`src/rtl/usb_rx_pkt_pkg.sv`:
```
// Shared PID codes, FSM encoding and CRC16 constants for the USB packet receiver.
// Combinational helpers only; no state lives here.
package usb_rx_pkg;

  localparam logic [3:0] PID_DATA0 = 4'b0011;
  localparam logic [3:0] PID_DATA1 = 4'b1011;

  localparam logic [15:0] CRC_INIT     = 16'hFFFF;
  localparam logic [15:0] CRC_POLY     = 16'hA001;
  localparam logic [15:0] CRC_RESIDUAL = 16'hB001;

  typedef enum logic [2:0] {
    ST_IDLE  = 3'd0,
    ST_PID   = 3'd1,
    ST_DATA  = 3'd2,
    ST_HS    = 3'd3,
    ST_DRAIN = 3'd4,
    ST_DONE  = 3'd5
  } state_t;

  function automatic logic pid_is_data(input logic [3:0] p);
    return (p == PID_DATA0) || (p == PID_DATA1);
  endfunction

endpackage

```
`src/rtl/usb_rx_pkt_if.sv`:
```
// Byte stream from the UTMI-style receiver in, decoded payload and packet status out.
// Receive side has no backpressure; the consumer must take data_valid strobes as they come.
interface usb_rx_pkt_if;
  logic       rx_active;
  logic       rx_valid;
  logic [7:0] rx_data;
  logic       rx_error;
  logic [3:0] pid;
  logic [7:0] data_out;
  logic       data_valid;
  logic       pkt_done;
  logic       crc_ok;
  logic       pkt_err;
  logic [6:0] pkt_len;
  logic       busy;

  modport master (
    output rx_active, rx_valid, rx_data, rx_error,
    input  pid, data_out, data_valid, pkt_done, crc_ok, pkt_err, pkt_len, busy
  );

  modport slave (
    input  rx_active, rx_valid, rx_data, rx_error,
    output pid, data_out, data_valid, pkt_done, crc_ok, pkt_err, pkt_len, busy
  );
endinterface

```
`src/rtl/usb_rx_pkt_crc16.sv`:
```
// One byte of reflected CRC16 (LSB first), purely combinational.
// Zero latency; no flow control.
module usb_crc16_byte
  import usb_rx_pkg::*;
(
  input  logic [15:0] crc_in,
  input  logic [7:0]  byte_in,
  output logic [15:0] crc_out
);
  logic [15:0] c;

  always_comb begin
    c = crc_in ^ {8'h00, byte_in};
    for (int i = 0; i < 8; i++) begin
      c = c[0] ? ((c >> 1) ^ CRC_POLY) : (c >> 1);
    end
    crc_out = c;
  end
endmodule

```
`src/rtl/usb_rx_pkt.sv`:
```
// USB packet receiver: PID check, CRC16 verify, payload with the two CRC bytes stripped.
// Payload appears two bytes behind the wire; status is registered at DONE; no backpressure.
module usb_rx_pkt
  import usb_rx_pkg::*;
#(
  parameter int MAX_PAYLOAD = 64
) (
  input logic          clk,
  input logic          reset,
  usb_rx_pkt_if.slave  bus
);
  localparam int CW = $clog2(MAX_PAYLOAD + 3) + 1;

  state_t state, next_state;

  logic          active_q;
  logic [CW-1:0] nbytes;
  logic [7:0]    hold_old, hold_new;
  logic [15:0]   crc, crc_next;
  logic [6:0]    len;
  logic [3:0]    pid_r;
  logic [7:0]    data_out_r;
  logic          data_valid_r, crc_ok_r, pkt_err_r;
  logic [6:0]    pkt_len_r;

  logic rise, pid_ok, ovf, short_pkt;
  logic busy_c, done_c, push, emit, fin_err, fin_crc_ok;

  assign rise      = bus.rx_active & ~active_q;
  assign pid_ok    = (bus.rx_data[7:4] == ~bus.rx_data[3:0]);
  assign ovf       = (nbytes == CW'(MAX_PAYLOAD + 2));
  assign short_pkt = (nbytes < CW'(2));

  usb_crc16_byte u_crc (
    .crc_in  (crc),
    .byte_in (bus.rx_data),
    .crc_out (crc_next)
  );

  always_ff @(posedge clk) begin
    if (!reset) state <= ST_IDLE;
    else        state <= next_state;
  end

  always_comb begin
    next_state = state;
    case (state)
      ST_IDLE:  if (rise) next_state = ST_PID;
      ST_PID: begin
        if (bus.rx_error)       next_state = ST_DRAIN;
        else if (bus.rx_valid)  next_state = !pid_ok ? ST_DRAIN :
                                             (pid_is_data(bus.rx_data[3:0]) ? ST_DATA : ST_HS);
        else if (!bus.rx_active) next_state = ST_DONE;
      end
      ST_DATA: begin
        if (bus.rx_error)                        next_state = ST_DRAIN;
        else if (bus.rx_valid && ovf)            next_state = ST_DRAIN;
        else if (!bus.rx_valid && !bus.rx_active) next_state = ST_DONE;
      end
      ST_HS: begin
        if (bus.rx_error)        next_state = ST_DRAIN;
        else if (!bus.rx_active) next_state = ST_DONE;
      end
      ST_DRAIN: if (!bus.rx_active) next_state = ST_DONE;
      ST_DONE:  next_state = ST_IDLE;
      default:  next_state = ST_IDLE;
    endcase
  end

  // fin_* describe the packet outcome as seen from the state that exits into DONE.
  always_comb begin
    busy_c     = (state != ST_IDLE);
    done_c     = (state == ST_DONE);
    push       = (state == ST_DATA) && bus.rx_valid && !bus.rx_error && !ovf;
    emit       = push && !short_pkt;
    fin_err    = 1'b0;
    fin_crc_ok = 1'b0;
    case (state)
      ST_PID:   fin_err = 1'b1;
      ST_DATA: begin
        fin_err    = short_pkt;
        fin_crc_ok = !short_pkt && (crc == CRC_RESIDUAL);
      end
      ST_HS:    fin_crc_ok = 1'b1;
      ST_DRAIN: fin_err = 1'b1;
      default: ;
    endcase
  end

  always_ff @(posedge clk) begin
    if (!reset) begin
      // Treat the line as already active so a packet in flight at reset is not picked up mid-way.
      active_q     <= 1'b1;
      nbytes       <= '0;
      hold_old     <= '0;
      hold_new     <= '0;
      crc          <= CRC_INIT;
      len          <= '0;
      pid_r        <= '0;
      data_out_r   <= '0;
      data_valid_r <= 1'b0;
      crc_ok_r     <= 1'b0;
      pkt_err_r    <= 1'b0;
      pkt_len_r    <= '0;
    end else begin
      active_q     <= bus.rx_active;
      data_valid_r <= emit;
      if (state == ST_IDLE) begin
        nbytes   <= '0;
        hold_old <= '0;
        hold_new <= '0;
        crc      <= CRC_INIT;
        len      <= '0;
      end
      if (state == ST_PID && bus.rx_valid && !bus.rx_error && pid_ok)
        pid_r <= bus.rx_data[3:0];
      if (push) begin
        nbytes   <= nbytes + CW'(1);
        crc      <= crc_next;
        hold_old <= hold_new;
        hold_new <= bus.rx_data;
      end
      if (emit) begin
        data_out_r <= hold_old;
        if (len != 7'(MAX_PAYLOAD)) len <= len + 7'd1;
      end
      if (next_state == ST_DONE && state != ST_DONE) begin
        pkt_err_r <= fin_err;
        crc_ok_r  <= fin_crc_ok & ~fin_err;
        pkt_len_r <= len;
      end
    end
  end

  assign bus.pid        = pid_r;
  assign bus.data_out   = data_out_r;
  assign bus.data_valid = data_valid_r;
  assign bus.pkt_done   = done_c;
  assign bus.crc_ok     = crc_ok_r;
  assign bus.pkt_err    = pkt_err_r;
  assign bus.pkt_len    = pkt_len_r;
  assign bus.busy       = busy_c;
endmodule

```
`src/flat_wrapper.sv`:
```
// flat-port wrapper written by rule: the top's interface ports become plain ports
module usb_rx_pkt_flat import usb_rx_pkg::*;
#(
  parameter int MAX_PAYLOAD = 64
)
  (clk, reset, bus_rx_active, bus_rx_valid, bus_rx_data, bus_rx_error, bus_pid, bus_data_out, bus_data_valid, bus_pkt_done, bus_crc_ok, bus_pkt_err, bus_pkt_len, bus_busy);
  usb_rx_pkt_if bus_i ();
  input logic clk;
  input logic reset;
  input wire logic [$bits(bus_i.rx_active)-1:0] bus_rx_active;
  input wire logic [$bits(bus_i.rx_valid)-1:0] bus_rx_valid;
  input wire logic [$bits(bus_i.rx_data)-1:0] bus_rx_data;
  input wire logic [$bits(bus_i.rx_error)-1:0] bus_rx_error;
  output wire logic [$bits(bus_i.pid)-1:0] bus_pid;
  output wire logic [$bits(bus_i.data_out)-1:0] bus_data_out;
  output wire logic [$bits(bus_i.data_valid)-1:0] bus_data_valid;
  output wire logic [$bits(bus_i.pkt_done)-1:0] bus_pkt_done;
  output wire logic [$bits(bus_i.crc_ok)-1:0] bus_crc_ok;
  output wire logic [$bits(bus_i.pkt_err)-1:0] bus_pkt_err;
  output wire logic [$bits(bus_i.pkt_len)-1:0] bus_pkt_len;
  output wire logic [$bits(bus_i.busy)-1:0] bus_busy;
  assign bus_i.rx_active = bus_rx_active;
  assign bus_i.rx_valid = bus_rx_valid;
  assign bus_i.rx_data = bus_rx_data;
  assign bus_i.rx_error = bus_rx_error;
  assign bus_pid = bus_i.pid;
  assign bus_data_out = bus_i.data_out;
  assign bus_data_valid = bus_i.data_valid;
  assign bus_pkt_done = bus_i.pkt_done;
  assign bus_crc_ok = bus_i.crc_ok;
  assign bus_pkt_err = bus_i.pkt_err;
  assign bus_pkt_len = bus_i.pkt_len;
  assign bus_busy = bus_i.busy;
  usb_rx_pkt #(.MAX_PAYLOAD(MAX_PAYLOAD)) u_core (.clk(clk), .reset(reset), .bus(bus_i));
endmodule
```
`config.mk`:
```
export PLATFORM = sky130hd
export DESIGN_NAME = usb_rx_pkt_flat
export DESIGN_NICKNAME = d
export VERILOG_FILES = /design/src/rtl/usb_rx_pkt_pkg.sv /design/src/rtl/usb_rx_pkt_if.sv /design/src/rtl/usb_rx_pkt_crc16.sv /design/src/rtl/usb_rx_pkt.sv /design/src/flat_wrapper.sv
export SDC_FILE = /design/constraint.sdc
export NUM_CORES = 1
export LEC_CHECK = 0
export ABC_AREA = 0
export CAP_MARGIN = 0
export CORE_MARGIN = 4
export CORE_UTILIZATION = 61
export DETAILED_ROUTE_END_ITERATION = 10
export PLACE_DENSITY = 0.85
export SLEW_MARGIN = 10
export SYNTH_ARGS = -nofsm -noshare
export SYNTH_HDL_FRONTEND = slang
export SYNTH_SLANG_ARGS = --single-unit
```
`constraint.sdc`:
```
create_clock -name clk -period 3.3 [get_ports clk]
set_input_delay 0.66 -clock clk [delete_from_list [all_inputs] [get_ports clk]]
set_output_delay 0.66 -clock clk [all_outputs]
set_load 0.01 [all_outputs]
```
# Word-level counts from Yosys, hierarchy flattened
# Cells that the tools add are included.
# W data, S select, Z words.
word_totals:
  ff_bits: 73
  word_cells: 94
op_classes:
  n_bitwise: 14
  magnitude_cmp: 1
  mux: 30
  add_sub_neg: 2
  eq_ne: 13
  reduce_logical: 21
ops:
  columns: ["operator", "n"]
  rows:
  - ["$mux W16", 10]
  - ["$mux W8", 4]
  - ["$mux W3", 9]
  - ["$not A2 Y3", 8]
  - ["$mux W7", 3]
  - ["$eq A16 B16 Y1 const B", 1]
  - ["$xor A16 B8 Y16", 1]
  - ["$pmux W3 S5", 1]
  - ["$logic_and A1 B1 Y1", 11]
  - ["$eq A3 B3 Y1 const B", 3]
  - ["$add A8 B1 Y8 const B", 1]
  - ["$eq A8 B7 Y1 const B", 1]
  - ["$lt A8 B2 Y1 const B", 1]
  - ["$add A7 B1 Y7 const B", 1]
  - ["$ne A7 B7 Y1 const B", 1]
  - ["$eq A3 B2 Y1 const B", 2]
  - ["$logic_not A1 Y1", 5]
  - ["$eq A4 B2 Y1 const B", 1]
  - ["$eq A4 B4 Y1", 1]
  - ["$eq A4 B4 Y1 const B", 1]
  - ["$not A4 Y4", 1]
  - ["$pmux W1 S2", 2]
  - ["$eq A3 B1 Y1 const B", 1]
  - ["$logic_not A3 Y1", 1]
  - ["other kinds (8)", 10]

# Depth between registers and ports, before layout
# Gate-level depths: netlist of run 1.
logic_depth:
  word_depth: 18
  mapped_depth: 8
  ltp_nobuf: 8

# Modules after synthesis
# From an unflattened synthesis of run 1, not the netlist that was laid out.
unflattened:
  hier_cells: 424
  hier_area_um2: 3514.6
modules_own_cells:
  columns: ["mod", "instances", "seq_area_each_um2", "cells_each", "area_per_inst_um2"]
  rows:
  - ["usb_rx_pkt", 1, 1461.4, 396, 3220.6]
  - ["usb_crc16_byte", 1, 0.0, 28, 294.0]

# Worst setup path before layout of run 1
# OpenSTA, ideal clock, no wires.
synth_timing:
  kind: "input -> register"
  start: "in bus_rx_data[6]"
  end: "reg u_core.crc[0]"
  arrival_time_ns: 2.043
  setup_slack_ns: 1.135
  stages: 6
  path_cell_list: "xnor2_1 -> xnor3_1 -> xnor3_2 -> xnor2_2 -> xnor2_1 -> o32a_1"
synth_between:
  elab_chain_cells: 11
synth_lines:
  columns: ["element", "line_no", "text"]
  rows:
  - ["start, declared", "flat_wrapper.sv:12", "input wire logic [$bits(bus_i.rx_data)-1:0] bus_rx_data;"]
  - ["$xor A16 B8 Y16 *", "usb_rx_pkt_crc16.sv:13", "c = crc_in ^ {8'h00, byte_in};"]
  - ["$mux W16 * (5 in a row)", "usb_rx_pkt_crc16.sv:15", "c = c[0] ? ((c >> 1) ^ CRC_POLY) : (c >> 1);"]
  - ["$not A2 Y3 (no source line)", null, null]
  - ["$mux W16 * (3 in a row)", "usb_rx_pkt_crc16.sv:15", null]
  - ["$mux W16 *", "usb_rx_pkt.sv:117", "if (push) begin"]
  - ["end signal, assigned", "usb_rx_pkt.sv:119", "crc <= crc_next;"]
  - ["end, declared", "usb_rx_pkt.sv:19", "logic [15:0] crc, crc_next;"]
# Mark *: on every way between the ends. The rest lies on a longest branch, timed or not.
# A chain may end at the register's enable or synchronous reset.

# Final worst setup path of run 1
layout_timing:
  start: "reg u_core.state[0]"
  end: "out bus_busy"
layout_between:
  elab_chain_cells: 1
layout_lines:
  columns: ["element", "line_no", "text"]
  rows:
  - ["start, declared", "usb_rx_pkt.sv:14", "state_t state, next_state;"]
  - ["start signal, assigned", "usb_rx_pkt.sv:42", "else state <= next_state;"]
  - ["$reduce_bool A3 Y1", "usb_rx_pkt.sv:72", "busy_c = (state != ST_IDLE);"]
  - ["end, declared", "flat_wrapper.sv:21", "output wire logic [$bits(bus_i.busy)-1:0] bus_busy;"]
# Every way passes these cells.

==> results.md, run 1 <==
* Status: finished, final reports clean
* Vias at 2987
* Seq/Total Area, Yosys at 41.8%
* Post-DP HPWL at 5370 um
* Post-Synth Adder-Cell Area at 1.43%
* Max_slew headroom at 62.0%
* Footprint of the multi-input gates at 1890 sq um
* EDFF count, synth at 0
* Period utilization at 81.2%
* Congestion Overflow GR at 0
* Total design power at 1790 uW
* Placed cells at 489
* Clock Pin Slew Worst Setup and Hold Paths at 0.08 ns
* Synthesized net count at 411
* WS Path Type: reg -> out
* RSZ-0062 raised after global routing: no
* Initial antenna violation count at 0
* Most common cell after layout, fill and taps aside: dfxtp_1
* Number of max-cap violations at 0
* Synth async-reset ratio at 0%
* XOR/XNOR Fraction of Synth Area at 9.42%
* Initial core utilization at 63.1%
* Die X at 83.7 um
* Clock Sinks at 73
* Fmax at 373 MHz
* Avg WL per Cell at 15.7 um
* Register area at 1460 sq um
* Filler cells at 416
* Type of the tightest min-delay check: reg -> reg
* Non-filler cells, final at 505
* Routability cong. at 0.856
* Number of remaining DRC errors at 0
* Die Y at 83.7 um
* Cell at the root of the clock tree: clkbuf_8
* IO Pins at 37
* Most used DFF post-synth: dfxtp_1
* Worst Setup End Kind: output port
* Site row count at 27
* Final Skew at 0.00780 ns
* Final setup fails at 0
* Num CTS Buffers at 9
* Layout area overhead at 17.7%
* Simple-gate share of the synthesized area at 23.5%
* Initial drt markers at 168
* Drt via density at 5.91
* Most frequent cells in the layout: 73 x dfxtp_1, 43 x nor2_1, 37 x a21oi_1
* Total wire length at 7940 um
* Slew @ Worst Pin at 0.569 ns
* Post-CTS Resized at 0
* Die Area at 7000 sq um
* Layout cells sized above 1 at 11.8%
* Clk buf depth at 2
* Largest family of logic cells by synthesized area: simple AND/OR/NAND/NOR gates
* First-pass GRT wire length at 13300 um
* VDD IR-drop max at 0.000351 V
* Post-synthesis mux area share at 4.05%
* Compound-Gate Fraction of Synth Area at 15.9%
* Slew Limit Fails at 0
* DRT antenna net count at 0
* Post-Synthesis Cells at 394
* Mean Syn Cell Area at 8.87 sq um
* Worst skew pair latency at 0.36 ns
* Setup TNS at 0 ns
* Slowest CP cell: dfxtp_1
* WP data arrival at 2.02 ns
* H-tree levels at 3
* Warnings from Yosys at 0
* Final count of hold timing violations at 0
* Total global-route track usage at 23.3%
* Crit-path cells: nor3_2 > buf_4 > inv_1 > clkdlybuf4s50_1
* Synth cell types at 60
* Layout Nets at 445
* Fin util at 74.3%
* CTS tree: done
* Worst setup SP type: flop
* # hold bufs at CTS at 0
* Leakage power at 0.00147 uW
* Largest net degree at the start of global routing at 34
* Setup bufs post-CTS at 0
* Data required, critical path at 2.64 ns
* Power Density at 436 nW/um^2
* DR pass1 iterations at 4
* Worst Path Max Fanout at 15
* IO buf count at 36
* Seq cells post-synth at 73
* Vias in the first global route at 2791
* Mapped Area at 3490 sq um
* Min cycle time layout at 2.68 ns
* Core area at 5540 sq um
* Critical Path Max Stage Delay at 0.69 ns
* Number of diodes at 0
-- registers in the layout, summed over array words and instances (netlist names) --
name                   flops
u_core.crc                16
u_core.bus.data_out        8
u_core.hold_new            8
u_core.hold_old            8
u_core.nbytes              8
u_core.bus.pkt_len         7
u_core.len                 7
u_core.bus.pid             4
u_core.state               3
u_core.active_q            1
u_core.bus.crc_ok          1
u_core.bus.data_valid      1
u_core.bus.pkt_err         1
-- Yosys cell counts, drive strengths merged, types with 4 or more instances --
master	count	area share [%]
and3	5	0.90
mux2i	13	3.7
xor2	18	4.5
nor2	46	5.4
a21oi	39	5.8
xnor2	10	3.6
nand3	32	4.6
nand4	6	1.1
o21ai	20	3.0
nand2	36	3.9
clkbuf	12	1.3
nor3	12	2.0
inv	6	0.64
dfxtp	73	42
buf	10	2.0
nand3b	4	0.97
ha	4	1.4
-- cells by family (layout without fill, tap and decap cells) --
| group | after synthesis | count (layout) |
|---|---|---|
| AND/OR/NAND/NOR | 161 | 161 |
| AO/OA/AOI/OAI | 84 | 84 |
| flip-flops | 73 | 73 |
| XOR/XNOR | 30 | 30 |
| buffers and inverters | 28 | 67 |
| multiplexers | 14 | 14 |
| adder cells (fa/ha/maj) | 4 | 4 |
-- final timing paths --
path,startpoint,end,slack [ns],cells past startpoint
max reg2reg,u_core.nbytes[2]$_SDFFE_PN0P_,u_core.hold_old[4]$_SDFFE_PN0P_,1.03,6
min reg2reg,u_core.hold_new[2]$_SDFFE_PN0P_,u_core.hold_old[2]$_SDFFE_PN0P_,0.46,2
max,u_core.state[0]$_SDFF_PN0_,bus_busy,0.62,4
min,u_core.hold_new[2]$_SDFFE_PN0P_,u_core.hold_old[2]$_SDFFE_PN0P_,0.46,2
-- per-stage QoR --
step	worst slack, ns	cell area, sq um	hold WS, ns
4_1_cts	0.623	4110	0.453
3_5_place_dp	0.489	3910	0.446
6_report	0.621	4110	0.460
3_3_place_gp	0.571	3910	0.439
2_1_floorplan	1.14	3490	0.432
5_1_grt	0.500	4110	0.477
-- worst max-delay path, delay by kind of cell, from the launching register on --
family	cells	cell delay [ns]
DFF	1	0.69
buffers and inverters	3	0.86
and+or+nand+nor	1	0.11
-- layout make-up --
| type | instances | area share (%) |
|---|---|---|
| multi-input cells | 293 | 46.0 |
| repair buffers | 45 | 10.7 |
| inverters | 6 | 0.547 |
| flip-flops and latches | 73 | 35.5 |
| clock inverters | 6 | 1.64 |
| well taps | 72 | 2.19 |
| clock buffers | 10 | 3.35 |
-- power by group --
group | switching, uW | internal (uW)
Combinational | 106 | 74.5
Sequential | 7.16 | 883
Clock | 351 | 370
-- per-layer routing --
layer	vias to the layer above	track usage [%]	part of all wire, %
met2	111	38.9	48
met1	1398	29.6	45
met4	0	7.75	1.2
met3	11	5.53	6.2
met5	-	0	0
li1	1467	-	-
No activity file was read; power rests on OpenSTA's default activity.
==> inputs of run 2 (changes only) <==
Settings changed: CORE_UTILIZATION 61 to 51, PLACE_DENSITY 0.85 to 0.76.
Clock period 3.3 ns to 2.2 ns, I/O delays scaled along.
==> run 2 against run 1 <==
Compared with the run above: setup slack got worse by 0.54 ns; critical path type is now in -> reg; largest power group unchanged; highest routed layer unchanged; critical endpoint is now u_core.bus.crc_ok$_SDFFE_PN0P_; global-route usage down 3.0 points; clock power up 66%; power up 59%; die area is 18% higher.
==> results.md, run 2 (synthesis results as in run 1) <==
* Status: finished, final reports clean (unchanged)
* Worst skew pair latency at 0.35 ns (was 0.36 ns)
* # hold bufs at CTS at 0 (unchanged)
* Most frequent cells in the layout: 72 x dfxtp_1, 43 x nor2_1, 37 x a21oi_1, 37 x buf_4, 36 x nand2_1 (was 73 x dfxtp_1, 43 x nor2_1, 37 x a21oi_1)
* Num CTS Buffers at 9 (unchanged)
* H-tree levels at 3 (unchanged)
* Worst Setup End Kind: flop (was output port)
* Reg2Reg Depth at 6 (unchanged)
* Setup TNS at 0 ns (unchanged)
* Critical Path Max Stage Delay at 0.56 ns (was 0.69 ns)
* Setup bufs post-CTS at 0 (unchanged)
* Final Skew at 0.00836 ns (was 0.00780 ns)
* Total design power at 2840 uW (was 1790 uW)
* Final setup fails at 0 (unchanged)
* Clock Sinks at 73 (unchanged)
* Hold WS at 0.456 ns (was 0.460 ns)
* Pre-CTS setup slack at -0.267 ns (was 0.489 ns)
* Die Y at 90.8 um (was 83.7 um)
* Max_slew headroom at 70.8% (was 62.0%)
* First-pass GRT wire length at 13800 um (was 13300 um)
* WHS Path Cells at 2 (unchanged)
* Site row count at 29 (was 27)
* Layout area overhead at 25.1% (was 17.7%)
* IO Pins at 37 (unchanged)
* Core area at 6490 sq um (was 5540 sq um)
* WP data arrival at 2.39 ns (was 2.02 ns)
* Largest net degree at the start of global routing at 49 (was 34)
* Layout Nets at 474 (was 445)
* Routability cong. at 0.843 (was 0.856)
* Die Area at 8240 sq um (was 7000 sq um)
* CTS tree: done (unchanged)
* Max FFs per register at 16 (unchanged)
* Number of max-cap violations at 0 (unchanged)
* Setup ws final at 0.0843 ns (was 0.621 ns)
* Clk buf depth at 2 (unchanged)
* DR pass1 iterations at 4 (unchanged)
* VDD IR-drop max at 0.000446 V (was 0.000351 V)
* WHS Endpoint: u_core.hold_old[0]$_SDFFE_PN0P_ (was u_core.hold_old[2]$_SDFFE_PN0P_)
* Number of remaining DRC errors at 0 (unchanged)
* Min cycle time layout at 2.12 ns
* Type of the tightest min-delay check: reg -> reg (unchanged)
* Avg WL per Cell at 15.0 um (was 15.7 um)
* Worst hold start: u_core.hold_new[0]$_SDFFE_PN0P_ (was u_core.hold_new[2]$_SDFFE_PN0P_)
* R2r startpoint: u_core.nbytes[2]$_SDFFE_PN0P_ (unchanged)
* Slew @ Worst Pin at 0.437 ns (was 0.569 ns)
* R2R setup slack at 0.16 ns (was 1.03 ns)
* Leakage power at 0.00167 uW (was 0.00147 uW)
* DRT antenna net count at 0 (unchanged)
* Layout cells sized above 1 at 18.0% (was 11.8%)
* Clock Pin Slew Worst Setup and Hold Paths at 0.08 ns (about the same)
* R2R Path End: u_core.bus.crc_ok$_SDFFE_PN0P_ (was u_core.hold_old[4]$_SDFFE_PN0P_)
* Post-DP HPWL at 5820 um (was 5370 um)
* Vias in the first global route at 3051 (was 2791)
* Total global-route track usage at 20.3% (was 23.3%)
* Die X at 90.8 um (was 83.7 um)
* Initial antenna violation count at 0 (unchanged)
* Vias at 3111 (was 2987)
* Largest register by flop count: u_core.crc (unchanged)
* Initial drt markers at 161 (was 168)
* Slew Limit Fails at 0 (unchanged)
* WS Path Type: in -> reg (was reg -> out)
* Crit-path cells: clkdlybuf4s50_1 > xor2_1 > nand4_1 > a221oi_2 > buf_4 > o22a_4 > nor2_4 > mux2i_1 (was nor3_2 > buf_4 > inv_1 > clkdlybuf4s50_1)
* Initial core utilization at 53.8% (was 63.1%)
* Cell at the root of the clock tree: clkbuf_8 (unchanged)
* Data required, critical path at 2.47 ns (was 2.64 ns)
* Fin util at 67.3% (was 74.3%)
* Period utilization at 96.2%
* Final count of hold timing violations at 0 (unchanged)
* Congestion Overflow GR at 0 (unchanged)
* RSZ-0062 raised after global routing: no (unchanged)
* Power Density at 650 nW/um^2 (was 436 nW/um^2)
* Slowest CP cell: clkdlybuf4s50_1 (was dfxtp_1)
* IO buf count at 36 (unchanged)
* Most common cell after layout, fill and taps aside: dfxtp_1 (unchanged)
* Total wire length at 8070 um (was 7940 um)
* Worst setup SP type: input port (was flop)
* Worst Path Max Fanout at 9 (was 15)
* Fmax at 473 MHz
* Number of diodes at 0 (unchanged)
* Drt via density at 5.77 (was 5.91)
-- run 2: cell types whose count changed in the layout (fill, tap and decap cells not counted) --
cell / delta
o21a_2: +1
buf_4: +29
clkinvlp_4: -1
a31o_2: +1
clkdlybuf4s50_1: -4
a31o_1: -1
o21a_1: -1
bufinv_16: +1
clkinv_4: -1
dfxtp_2: +1
dlymetal6s2s_1: +4
inv_6: +1
dfxtp_1: -1
-- run 2: critical path: cells and delay by family --
kind	cells	cell delay [ns]
and+or+nand+nor	2	0.31
xor gates and xnor gates	1	0.19
muxes	1	0.17
AOI/OAI and AO/OA	2	0.55
buffers and inverters	2	0.73
-- run 2: layer usage --
layer / part of all wire, % / track usage [%]
met5: 0 / 0
met4: 1.9 / 7.66
met3: 4.7 / 4.67
met2: 49 / 34.3
met1: 44 / 25.2
-- run 2: repair_timing --
action	in CTS	in global routing
endpoints found under the hold margin	0	0
resized for setup	0	7
endpoints found under the setup margin	0	13
-- run 2: layout make-up --
class / instances / area (sq um)
fillers: 523 / 2120
multi-input cells: 293 / 1900
flip-flops and latches: 73 / 1460
repair buffers: 74 / 668
clock buffers: 10 / 138
well taps: 77 / 96.3
clock inverters: 6 / 90.1
inverters: 6 / 22.5
-- run 2: worst max path at each step --
stage	startpoint	end	slack, ns	cells after the start
after floorplan	bus_rx_data[6]	u_core.crc[0]$_SDFFE_PN1P_	0.26	6
after global placement	bus_rx_data[2]	u_core.crc[0]$_SDFFE_PN1P_	-0.22	7
after detailed placement	bus_rx_data[2]	u_core.bus.crc_ok$_SDFFE_PN0P_	-0.27	7
after CTS	u_core.state[2]$_SDFF_PN0_	bus_busy	0.07	3
after global routing	bus_rx_data[1]	u_core.bus.pkt_len[1]$_SDFFE_PN0P_	0.008	8
final	bus_rx_data[7]	u_core.bus.crc_ok$_SDFFE_PN0P_	0.08	8
-- run 2: power breakdown --
group / internal (uW) / leakage (uW) / total [uW] / switching (uW)
combinational: 145 / 0.000968 / 307 / 162
clock: 673 / 0.000113 / 1200 / 528
sequential: 1320 / 0.000589 / 1330 / 8.46
total: 2140 / 0.00167 / 2840 / 699
-- run 2: stage by stage --
| stage | std cells | area, sq um |
|---|---|---|
| floorplan | 394 | 3490 |
| global placement | 523 | 4130 |
| detailed placement | 523 | 4130 |
| CTS | 539 | 4360 |
| global route | 539 | 4370 |
| finish | 539 | 4370 |
==> inputs of run 3 (changes only) <==
Settings changed: CAP_MARGIN 0 to 20, CORE_UTILIZATION 51 to 43, MAX_ROUTING_LAYER set to met4, PLACE_DENSITY 0.76 to 0.66.
==> run 3 against run 2 <==
Compared with the run above: setup slack better by 0.030 ns; die area up 17%; core utilization down 11 points; maximum frequency rose by 1.4%; non-clock buffer count is 3 higher; critical endpoint is now bus_pkt_done; highest routed layer unchanged; worst hold slack worse by 0.0048 ns; clock-buffer cell count rose by 1; sequential cell count is the same; sequential power about the same; global-route usage down 1.9 points.
==> results.md, run 3 (synthesis results as in run 1) <==
* Leakage power at 0.00168 uW (was 0.00167 uW)
* Crit path buf inv count at 2 (unchanged)
* Slowest CP cell: dfxtp_1 (was clkdlybuf4s50_1)
* Internal power at 2160 uW (was 2140 uW)
* Area of all placed cells without fillers at 4440 sq um (was 4370 sq um)
* H-tree levels at 3 (unchanged)
* Combinational group share of total power at 11.1% (was 10.8%)
* Final setup fails at 0 (unchanged)
* Hold WS at 0.451 ns (was 0.456 ns)
* # hold bufs at CTS at 0 (unchanged)
* Total design power at 2810 uW (was 2840 uW)
* R2R setup slack at 0.18 ns (was 0.16 ns)
* Initial antenna violation count at 0 (unchanged)
* WP data arrival at 1.65 ns (was 2.39 ns)
* Final count of hold timing violations at 0 (unchanged)
* Total wire length at 8300 um (was 8070 um)
* Type of the tightest min-delay check: reg -> reg (unchanged)
* WHS Path Cells at 2 (unchanged)
* Number of remaining DRC errors at 0 (unchanged)
* Num CTS Buffers at 9 (unchanged)
* Non-filler cells, final at 565 (was 539)
* Status: finished, final reports clean (unchanged)
* Largest net degree at the start of global routing at 49 (unchanged)
* Layout Nets at 477 (was 474)
* RSZ-0062 raised after global routing: no (unchanged)
* IO buf count at 36 (unchanged)
* Worst Path Max Fanout at 8 (was 9)
* VDD IR-drop max at 0.000386 V (was 0.000446 V)
* Site row count at 32 (was 29)
* Fmax at 479 MHz (was 473 MHz)
* Clock Sinks at 73 (unchanged)
* Most frequent cells in the layout: 71 x dfxtp_1, 43 x nor2_1, 38 x buf_4 (was 72 x dfxtp_1, 43 x nor2_1, 37 x a21oi_1, 37 x buf_4, 36 x nand2_1)
* Number of max-cap violations at 0 (unchanged)
* Clock share of power at 41.5% (was 42.3%)
* Post-DP HPWL at 5920 um (was 5820 um)
* Slew Limit Fails at 0 (unchanged)
* R2r startpoint: u_core.nbytes[2]$_SDFFE_PN0P_ (unchanged)
* Number of diodes at 0 (unchanged)
* Clock Pin Slew Worst Setup and Hold Paths at 0.07 ns (was 0.08 ns)
* Crit-path cells: inv_1 > and3_1 > clkdlybuf4s50_1 (was clkdlybuf4s50_1 > xor2_1 > nand4_1 > a221oi_2 > buf_4 > o22a_4 > nor2_4 > mux2i_1)
* Routability cong. at 0.850 (was 0.843)
* Worst hold start: u_core.hold_new[2]$_SDFFE_PN0P_ (was u_core.hold_new[0]$_SDFFE_PN0P_)
* Reg2Reg Depth at 7 (was 6)
* Largest register by flop count: u_core.crc (unchanged)
* Worst Setup End Kind: output port (was flop)
* Die Y at 98.2 um (was 90.8 um)
* Worst setup SP type: flop (was input port)
* Min cycle time layout at 2.09 ns (was 2.12 ns)
* Period utilization at 94.8% (was 96.2%)
* Worst skew pair latency at 0.35 ns (about the same)
* Total global-route track usage at 18.4% (was 20.3%)
* IO Pins at 37 (unchanged)
* DR pass1 iterations at 5 (was 4)
* Vias at 3004 (was 3111)
* DRT antenna net count at 0 (unchanged)
* Sw frac at 23.3% (was 24.6%)
* Placed cells at 551 (was 523)
* Power Density at 634 nW/um^2 (was 650 nW/um^2)
* NetSw at 655 uW (was 699 uW)
* Critical Path Max Stage Delay at 0.52 ns (was 0.56 ns)
* First-pass GRT wire length at 14000 um (was 13800 um)
* Max_slew headroom at 70.8% (about the same)
* Die Area at 9630 sq um (was 8240 sq um)
* Clk buf depth at 2 (unchanged)
* Slew @ Worst Pin at 0.435 ns (was 0.437 ns)
* Die X at 98.2 um (was 90.8 um)
* Data required, critical path at 1.76 ns (was 2.47 ns)
* CTS tree: done (unchanged)
* Largest delay contributor family on the critical path: buffers and inverters (unchanged)
* Filler cells at 720 (was 523)
* Layout area overhead at 26.9% (was 25.1%)
* Max FFs per register at 16 (unchanged)
* Dpl cell area at 4210 sq um (was 4130 sq um)
* Final Skew at 0.00371 ns (was 0.00836 ns)
* Initial core utilization at 44.8% (was 53.8%)
* Initial drt markers at 143 (was 161)
* Drt via density at 5.32 (was 5.77)
* Cell at the root of the clock tree: clkbuf_8 (unchanged)
* Congestion Overflow GR at 0 (unchanged)
* R2R Path End: u_core.nbytes[5]$_SDFFE_PN0P_ (was u_core.bus.crc_ok$_SDFFE_PN0P_)
* Setup bufs post-CTS at 0 (unchanged)
* WHS Endpoint: u_core.hold_old[2]$_SDFFE_PN0P_ (was u_core.hold_old[0]$_SDFFE_PN0P_)
* WS Path Type: reg -> out (was in -> reg)
* Fin util at 56.8% (was 67.3%)
* Layout cells sized above 1 at 18.1% (was 18.0%)
* Core area at 7810 sq um (was 6490 sq um)
* Avg WL per Cell at 14.7 um (was 15.0 um)
* Vias in the first global route at 2916 (was 3051)
* Flop pwr share at 47.4% (was 46.9%)
* Most common cell after layout, fill and taps aside: dfxtp_1 (unchanged)
==> run 3: changes by cell type in the layout (fill, tap and decap cells not counted), sizes merged <==
cell	before	now
buf	38	41
clkdlybuf4s50	32	34
dlymetal6s2s	4	2
clkbuf	10	11
clkinv	2	1
clkinvlp	1	0
inv	7	6
==> run 3: cell type report <==
cell class	count	area [sq um]	area share, %
Sequential cell	73	1460	33.0
Clock inverter	3	65.1	1.47
Multi-Input combinational cell	293	1890	42.7
Inverter	6	22.5	0.508
Tap cell	102	128	2.88
Timing Repair Buffer	77	711	16.0
Clock buffer	11	151	3.41
==> run 3: power by group through the flow <==
stage / combinational [uW] / sequential, uW / clock [uW]
after floorplan: 185 / 1360 / 0
after global placement: 310 / 1360 / 0
after detailed placement: 312 / 1360 / 0
after CTS: 314 / 1330 / 1200
after global routing: 339 / 1330 / 1250
final: 313 / 1330 / 1170
==> run 3: stage by stage <==
stage	worst slack (ns)	TNS (ns)
3_3_place_gp	-0.214	-2.03
5_1_grt	0.00478	0
3_5_place_dp	-0.260	-2.75
4_1_cts	0.0187	0
2_1_floorplan	0.255	0
6_report	0.114	0
==> run 3: metal layers <==
layer  up-vias  share of wire, %  global-route usage [%]
met5         -                 0                       -
met4         0               1.1                    4.83
met3         9               4.5                    4.79
met2        58                47                    29.1
met1      1412                47                    23.6
li1       1525                 -                       -
==> run 3: timing repair <==
item,4_1_cts,5_1_grt
pin swaps,0,1
endpoints found under the setup margin,2,16
gates resized for setup,1,4
==> run 3: worst reg2reg max path: stages (launching register included) <==
cell and delay, ns:
dfxtp_1 0.37, or4_4 0.58, nor2_4 0.19, a31oi_2 0.15, buf_12 0.19, nor2_2 0.19, a21oi_1 0.07, a211oi_1 0.21
==> run 3: how the worst max path moves through the flow <==
stage / from / slack [ns] / cells after the start / to
final: u_core.state[1]$_SDFF_PN0_ / 0.11 / 3 / bus_pkt_done
after global routing: bus_rx_data[1] / 0.005 / 8 / u_core.bus.pkt_len[4]$_SDFFE_PN0P_
after CTS: u_core.state[2]$_SDFF_PN0_ / 0.02 / 3 / bus_busy
after detailed placement: bus_rx_data[2] / -0.26 / 7 / u_core.crc[0]$_SDFFE_PN1P_
after global placement: bus_rx_data[2] / -0.21 / 7 / u_core.crc[0]$_SDFFE_PN1P_
after floorplan: bus_rx_data[6] / 0.26 / 6 / u_core.crc[0]$_SDFFE_PN1P_
